`config.mk`:
```
export PLATFORM = sky130hd
export DESIGN_NAME = mem_bus_arbiter
export DESIGN_NICKNAME = d
export VERILOG_FILES = /design/src/rtl/bus_pkg.sv /design/src/rtl/rr_arbiter2.sv /design/src/rtl/mem_bus_arbiter.sv
export SDC_FILE = /design/constraint.sdc
export NUM_CORES = 1
export LEC_CHECK = 0
export ABC_AREA = 1
export CORE_ASPECT_RATIO = 0.9
export CORE_MARGIN = 2
export CORE_UTILIZATION = 39
export DETAILED_ROUTE_END_ITERATION = 8
export HOLD_SLACK_MARGIN = 0.15
export PLACE_DENSITY = 0.78
export SYNTH_ARGS = -nofsm -noshare
export SYNTH_HDL_FRONTEND = slang
export SYNTH_SLANG_ARGS = --single-unit
```
`constraint.sdc`:
```
create_clock -name clk -period 1.9 [get_ports clk]
set_clock_uncertainty 0.15 [all_clocks]
set_input_delay 0.285 -clock clk [delete_from_list [all_inputs] [get_ports clk]]
set_output_delay 0.285 -clock clk [all_outputs]
set_load 0.03 [all_outputs]
```
`src/rtl/bus_pkg.sv`:
```
// Shared types and constants for the memory bus arbiter.
//   state_e            : arbiter FSM states
//   MASTER_1/MASTER_2  : master identifiers (used for owner / last_grant)
//   *_DEF              : default geometry and watchdog limit
package bus_pkg;

    typedef enum logic [1:0] {
        IDLE = 2'd0,
        ADDR = 2'd1,
        DATA = 2'd2
    } state_e;

    localparam logic MASTER_1 = 1'b0;
    localparam logic MASTER_2 = 1'b1;

    localparam int unsigned ADDR_W_DEF  = 16;
    localparam int unsigned DATA_W_DEF  = 32;
    localparam int unsigned TIMEOUT_DEF = 255;

endpackage

```
`src/rtl/rr_arbiter2.sv`:
```
// Two-input round-robin grant (combinational).
//   valid_1_i, valid_2_i : request lines of master_1 / master_2
//   last_grant_i         : master id that won the previous arbitration
//   grant_c_o[1:0]       : one-hot grant, bit0 = master_1, bit1 = master_2
module rr_arbiter2
    import bus_pkg::*;
(
    input  logic       valid_1_i,
    input  logic       valid_2_i,
    input  logic       last_grant_i,
    output logic [1:0] grant_c_o
);

    // On contention the master that did not win last time is served.
    always_comb begin
        grant_c_o = 2'b00;
        if (valid_1_i && valid_2_i) begin
            grant_c_o = (last_grant_i == MASTER_1) ? 2'b10 : 2'b01;
        end else if (valid_1_i) begin
            grant_c_o = 2'b01;
        end else if (valid_2_i) begin
            grant_c_o = 2'b10;
        end
    end

endmodule

```
`src/rtl/mem_bus_arbiter.sv`:
```
// Shares one memory slave port between CPU instruction fetch (master_1)
// and CPU data access (master_2). Round-robin, one transaction in flight,
// watchdog error response when the memory does not answer within TIMEOUT.
//   clk, rst (sync, active-high)
//   master_{1,2}_req_* : request handshake + address/write/wdata/wstrb
//   master_{1,2}_resp_*: one-cycle response pulse with err flag and rdata
//   slave_req_* / slave_resp_* : memory side, fields latched at grant
//   busy               : arbiter is not IDLE
module mem_bus_arbiter
    import bus_pkg::*;
#(
    parameter int unsigned ADDR_W  = ADDR_W_DEF,
    parameter int unsigned DATA_W  = DATA_W_DEF,
    parameter int unsigned TIMEOUT = TIMEOUT_DEF
) (
    input  logic                clk,
    input  logic                rst,

    input  logic                master_1_req_valid,
    output logic                master_1_req_ready,
    input  logic [ADDR_W-1:0]   master_1_addr,
    input  logic                master_1_write,
    input  logic [DATA_W-1:0]   master_1_wdata,
    input  logic [DATA_W/8-1:0] master_1_wstrb,
    output logic                master_1_resp_valid,
    output logic                master_1_resp_err,
    output logic [DATA_W-1:0]   master_1_rdata,

    input  logic                master_2_req_valid,
    output logic                master_2_req_ready,
    input  logic [ADDR_W-1:0]   master_2_addr,
    input  logic                master_2_write,
    input  logic [DATA_W-1:0]   master_2_wdata,
    input  logic [DATA_W/8-1:0] master_2_wstrb,
    output logic                master_2_resp_valid,
    output logic                master_2_resp_err,
    output logic [DATA_W-1:0]   master_2_rdata,

    output logic                slave_req_valid,
    input  logic                slave_req_ready,
    output logic [ADDR_W-1:0]   slave_addr,
    output logic                slave_write,
    output logic [DATA_W-1:0]   slave_wdata,
    output logic [DATA_W/8-1:0] slave_wstrb,
    input  logic                slave_resp_valid,
    input  logic [DATA_W-1:0]   slave_rdata,

    output logic                busy
);

    localparam int unsigned STRB_W = DATA_W / 8;
    localparam int unsigned TMR_W  = $clog2(TIMEOUT + 1);
    localparam logic [TMR_W-1:0] TMR_LAST = TMR_W'(TIMEOUT - 1);
    localparam logic [TMR_W-1:0] TMR_MAX  = TMR_W'(TIMEOUT);

    state_e              state_q, state_d;
    logic                owner_q, owner_d;
    logic                last_q, last_d;
    logic [TMR_W-1:0]    timer_q, timer_d;
    logic [ADDR_W-1:0]   addr_q, addr_d;
    logic                write_q, write_d;
    logic [DATA_W-1:0]   wdata_q, wdata_d;
    logic [STRB_W-1:0]   wstrb_q, wstrb_d;

    logic                m1_valid_q, m1_valid_d;
    logic                m1_err_q, m1_err_d;
    logic [DATA_W-1:0]   m1_rdata_q, m1_rdata_d;
    logic                m2_valid_q, m2_valid_d;
    logic                m2_err_q, m2_err_d;
    logic [DATA_W-1:0]   m2_rdata_q, m2_rdata_d;

    logic [1:0]          grant_c;
    logic [TMR_W-1:0]    timer_inc_c;
    logic                timeout_c;
    logic                fire_c;
    logic                fire_err_c;
    logic [DATA_W-1:0]   fire_data_c;

    rr_arbiter2 u_rr (
        .valid_1_i    (master_1_req_valid),
        .valid_2_i    (master_2_req_valid),
        .last_grant_i (last_q),
        .grant_c_o    (grant_c)
    );

    // Saturating watchdog so the counter can never wrap back into range.
    assign timer_inc_c = (timer_q == TMR_MAX) ? timer_q : timer_q + TMR_W'(1);
    assign timeout_c   = (timer_q == TMR_LAST);

    // Next-state, latch and response logic.
    always_comb begin
        state_d     = state_q;
        owner_d     = owner_q;
        last_d      = last_q;
        timer_d     = timer_q;
        addr_d      = addr_q;
        write_d     = write_q;
        wdata_d     = wdata_q;
        wstrb_d     = wstrb_q;
        m1_valid_d  = 1'b0;
        m1_err_d    = 1'b0;
        m1_rdata_d  = m1_rdata_q;
        m2_valid_d  = 1'b0;
        m2_err_d    = 1'b0;
        m2_rdata_d  = m2_rdata_q;
        fire_c      = 1'b0;
        fire_err_c  = 1'b0;
        fire_data_c = '0;

        case (state_q)
            IDLE: begin
                if (grant_c[0]) begin
                    owner_d = MASTER_1;
                    last_d  = MASTER_1;
                    addr_d  = master_1_addr;
                    write_d = master_1_write;
                    wdata_d = master_1_wdata;
                    wstrb_d = master_1_wstrb;
                    timer_d = '0;
                    state_d = ADDR;
                end else if (grant_c[1]) begin
                    owner_d = MASTER_2;
                    last_d  = MASTER_2;
                    addr_d  = master_2_addr;
                    write_d = master_2_write;
                    wdata_d = master_2_wdata;
                    wstrb_d = master_2_wstrb;
                    timer_d = '0;
                    state_d = ADDR;
                end
            end
            ADDR: begin
                timer_d = timer_inc_c;
                if (slave_req_ready) begin
                    state_d = DATA;
                end else if (timeout_c) begin
                    fire_c     = 1'b1;
                    fire_err_c = 1'b1;
                end
            end
            DATA: begin
                timer_d = timer_inc_c;
                // A response on the timeout cycle takes priority over the error.
                if (slave_resp_valid) begin
                    fire_c      = 1'b1;
                    fire_data_c = slave_rdata;
                end else if (timeout_c) begin
                    fire_c     = 1'b1;
                    fire_err_c = 1'b1;
                end
            end
            default: state_d = IDLE;
        endcase

        if (fire_c) begin
            state_d = IDLE;
            if (owner_q == MASTER_1) begin
                m1_valid_d = 1'b1;
                m1_err_d   = fire_err_c;
                m1_rdata_d = fire_data_c;
            end else begin
                m2_valid_d = 1'b1;
                m2_err_d   = fire_err_c;
                m2_rdata_d = fire_data_c;
            end
        end
    end

    // State and datapath registers.
    always_ff @(posedge clk) begin
        if (rst) begin
            state_q    <= IDLE;
            owner_q    <= MASTER_1;
            last_q     <= MASTER_2;
            timer_q    <= '0;
            addr_q     <= '0;
            write_q    <= 1'b0;
            wdata_q    <= '0;
            wstrb_q    <= '0;
            m1_valid_q <= 1'b0;
            m1_err_q   <= 1'b0;
            m1_rdata_q <= '0;
            m2_valid_q <= 1'b0;
            m2_err_q   <= 1'b0;
            m2_rdata_q <= '0;
        end else begin
            state_q    <= state_d;
            owner_q    <= owner_d;
            last_q     <= last_d;
            timer_q    <= timer_d;
            addr_q     <= addr_d;
            write_q    <= write_d;
            wdata_q    <= wdata_d;
            wstrb_q    <= wstrb_d;
            m1_valid_q <= m1_valid_d;
            m1_err_q   <= m1_err_d;
            m1_rdata_q <= m1_rdata_d;
            m2_valid_q <= m2_valid_d;
            m2_err_q   <= m2_err_d;
            m2_rdata_q <= m2_rdata_d;
        end
    end

    // Grant is visible in the same IDLE cycle it is decided.
    assign master_1_req_ready  = (state_q == IDLE) && grant_c[0];
    assign master_2_req_ready  = (state_q == IDLE) && grant_c[1];

    assign master_1_resp_valid = m1_valid_q;
    assign master_1_resp_err   = m1_err_q;
    assign master_1_rdata      = m1_rdata_q;
    assign master_2_resp_valid = m2_valid_q;
    assign master_2_resp_err   = m2_err_q;
    assign master_2_rdata      = m2_rdata_q;

    assign slave_req_valid     = (state_q == ADDR);
    assign slave_addr          = addr_q;
    assign slave_write         = write_q;
    assign slave_wdata         = wdata_q;
    assign slave_wstrb         = wstrb_q;

    assign busy                = (state_q != IDLE);

endmodule

```
==> flow_summary.json, run 1 <==
{
  "io_buffers": 268,
  "syn-num-nets": 1113,
  "critPathMaxStageDelay_ps": 680,
  "reg2reg_from": "state_q[0]",
  "routed_wl_mm": 19.4,
  "clk_path_buf_depth": 2,
  "path_delay_family": "buffers and inverters",
  "syn_area_per_cell_um2": 6.52,
  "htree_levels": 4,
  "synth_area_leader_cell": "dfxtp_1",
  "path_buf_inv": 1,
  "diodes": 0,
  "path_cells": "clkdlybuf4s50_1",
  "drv_cap": 0,
  "dp_hpwl_mm": 13.8,
  "clk_pin_slew_ps": 60,
  "die_w_um": 138,
  "grt_max_degree": 97,
  "yosys_warnings": 0,
  "yosysSeqAreaShare_pct": 42.4,
  "yosys.area_share.adder_pct": 1.20,
  "ir_drop_uv": 651,
  "post-route-min-period_ps": 1870,
  "fill_cells": 1340,
  "synth_compound_area_share_pct": 13.2,
  "synth_area_um2": 6280,
  "synthMuxAreaShare_pct": 0,
  "final_min_period_over_clock_period_pct": 98.2,
  "ant_nets": 0,
  "overflow": 0,
  "synth_area_leaders": "dfxtp_1 (42%), nand2_1 (12%), nor2_1 (10%)",
  "crit_type": "reg2out",
  "drt_first_pass_iters": 5,
  "route.detailed.drc": 0,
  "drv_slew": 0,
  "yosysUniqueCellTypes": 26,
  "ys_ff_latch": 133,
  "synth-simple-area-share_pct": 31.1,
  "cts_buffers": 17,
  "fin_cells": 1454,
  "finalPower_mw": 12.1,
  "max_slew.worst_pin.slew_ps": 424,
  "required_ps": 1460,
  "fmax_ghz": 0.536,
  "relSlewSlack_pct": 71.7,
  "area_growth_pct": 64.3,
  "fp-row-count": 43,
  "dpl.cell_count": 1413,
  "final-setup-viol-count": 0,
  "crit_slowest_cell": "clkdlybuf4s50_1",
  "grt_pass1_vias": 6289,
  "io-pin-count": 269,
  "cp.arrival_ps": 1430,
  "finalHoldViolCount": 0,
  "initial_core_util_pct": 40.2,
  "insertion_delay_ps": 410,
  "hold_depth": 2,
  "worstRegToRegCells": 12,
  "cp-start-kind": "register",
  "nets": 1389,
  "status": "completed",
  "rrSetupSlack_ps": 70,
  "cts_tree": "built",
  "min_to": "last_q",
  "drtIter0Drc": 333,
  "synth_top_family_by_area": "simple AND/OR/NAND/NOR gates",
  "vias": 6858,
  "synth_top_area_share_pct": 42.4,
  "track_usage_pct": 21.7,
  "grt_pass1_wl_mm": 29.6,
  "dieArea_um2": 17100,
  "antenna_found_initial": 0,
  "path_depth": 1,
  "final_layout_size_suffix_gt1_share_pct": 8.71,
  "power.leakage_nw": 5.75,
  "cp_max_fo": 2,
  "synth_cells": 963,
  "rsz0062_at_grt": "true",
  "root_buffer": "clkbuf_16",
  "cp-end-kind": "output pin",
  "synthXorXnorAreaFrac_pct": 0,
  "cts.sinks": 133,
  "fp.dieH_um": 124,
  "register_area_um2": 2670,
  "place_congestion": 0.814,
  "wl_per_cell_um": 13.4,
  "powerDensity_nw_per_um2": 1170,
  "core_area_um2": 15600,
  "routed_via_density": 4.72,
  "multiInputGateArea_um2": 2910,
  "hold_class": "reg2reg",
  "rr_endpoint": "master_1_rdata[28]",
  "hp-start": "last_q"
}
-- state kept, by name (all words and copies together), names as in the netlist --
signal               flops
master_1_rdata          32
master_2_rdata          32
slave_wdata             32
slave_addr              16
timer_q                  8
slave_wstrb              4
state_q                  2
last_q                   1
master_1_resp_err        1
master_1_resp_valid      1
master_2_resp_err        1
master_2_resp_valid      1
owner_q                  1
slave_write              1
-- cell type report --
cell class	instances	area share, %
repair buffers	323	33.2
clock inverters	10	1.42
clock buffers	22	4.50
flip-flops and latches	133	25.9
inverters	119	4.41
well taps	202	2.45
multi-input cells	645	28.2
-- worst register-to-register path, delay by kind of cell, from the launching register on --
| family | cells | cell delay (ps) |
|---|---|---|
| and+or+nand+nor | 6 | 500 |
| buffers and inverters | 4 | 450 |
| DFF | 1 | 360 |
| adders and majority gates | 1 | 180 |
| AOI/OAI and AO/OA | 1 | 130 |
-- kinds of logic (layout without fill, tap and decap cells) --
logic type / after synthesis / in the layout
compound gates: 160 / 160
flops: 133 / 133
fa+ha+maj: 6 / 6
simple gates: 479 / 479
buf+inv: 185 / 474
-- timing repair --
item / in CTS / in global routing
resized for setup: 36 / 81
endpoints found under the setup margin: 53 / 133
buffers inserted: 4 / 4
hold buffers: 0 / 0
gates cloned: 0 / 2
pin swaps: 3 / 2
-- worst max path at each step --
stage	slack, ps	start	end
after global placement	-100	master_1_req_valid	slave_wdata[1]
after floorplan	30	state_q[0]	timer_q[0]
after global routing	-30	state_q[1]	master_2_rdata[25]
final	30	master_2_rdata[19]	master_2_rdata[19]
after detailed placement	-140	master_1_req_valid	slave_wdata[1]
after CTS	-10	state_q[0]	master_2_req_ready
-- cell usage in the layout, fill, tap and decap left out, drive strengths merged --
cell,Yosys,layout
nor2,169,169
nand3,50,50
buf,36,56
ha,6,6
clkinvlp,0,4
clkinv,1,3
nand2,200,200
o21bai,3,3
clkdlybuf4s50,0,175
a211oi,1,1
o21ai,111,111
inv,118,119
dlygate4sd2,0,26
dfxtp,133,133
or2,1,1
a21oi,45,45
dlymetal6s2s,0,63
clkdlybuf4s15,0,1
nand4,2,2
and2,1,1
nor3,56,56
bufinv,0,3
clkbuf,30,24
-- cell usage after synthesis --
cell type and count:
nand2_1 200, nor2_1 167, dfxtp_1 133, inv_1 117, o21ai_0 110, nor3_1 55, nand3_1 50, a21oi_1 44
clkbuf_1 30, buf_2 19, buf_1 8, buf_4 7, ha_1 6, o21bai_1 3, buf_6 2, nand4_1 2
a211oi_1 1, a21oi_4 1, and2_1 1, clkinv_1 1, inv_2 1, nor2_2 1, nor2_4 1, nor3_2 1
o21ai_2 1, or2_2 1
-- where the power goes --
group          total, mW  switching [mW]  internal (mW)
clock network       3.37            1.23           2.14
logic               5.13            3.03           2.10
registers           3.58           0.273           3.31
-- metal layers --
| metal | vias up | wire, µm | global-route usage [%] |
|---|---|---|---|
| met1 | 2995 | 8140 | 25.7 |
| met3 | 31 | 1540 | 7.00 |
| li1 | 3568 | - | - |
| met2 | 264 | 9260 | 36.3 |
| met5 | - | 0 | 0 |
| met4 | 0 | 507 | 7.92 |
-- through the flow --
stage               TNS, ps  hold WS (ps)  worst slack [ps]  utilization (%)  cell area, µm²
floorplan                 0           279              28.2                -            6280
global placement      -5280           296             -95.3             60.3            9410
detailed placement    -8650           305              -144             60.3            9410
CTS                   -10.4           323             -10.4             64.3           10000
global route          -84.1           354             -25.4             66.1           10300
finish                    0           320              33.4             66.1           10300
Note: power is estimated with default switching activity, not from simulation.
==> inputs of run 2 (changes only) <==
--- a/config.mk
+++ b/config.mk
@@ -6,6 +6,7 @@
 export NUM_CORES = 1
 export LEC_CHECK = 0
 export ABC_AREA = 1
+export CAP_MARGIN = 0
 export CORE_ASPECT_RATIO = 0.9
 export CORE_MARGIN = 2
 export CORE_UTILIZATION = 39
==> results of run 2 <==
Same layout as run 1: the final DEF is identical, and so are final timing and power.
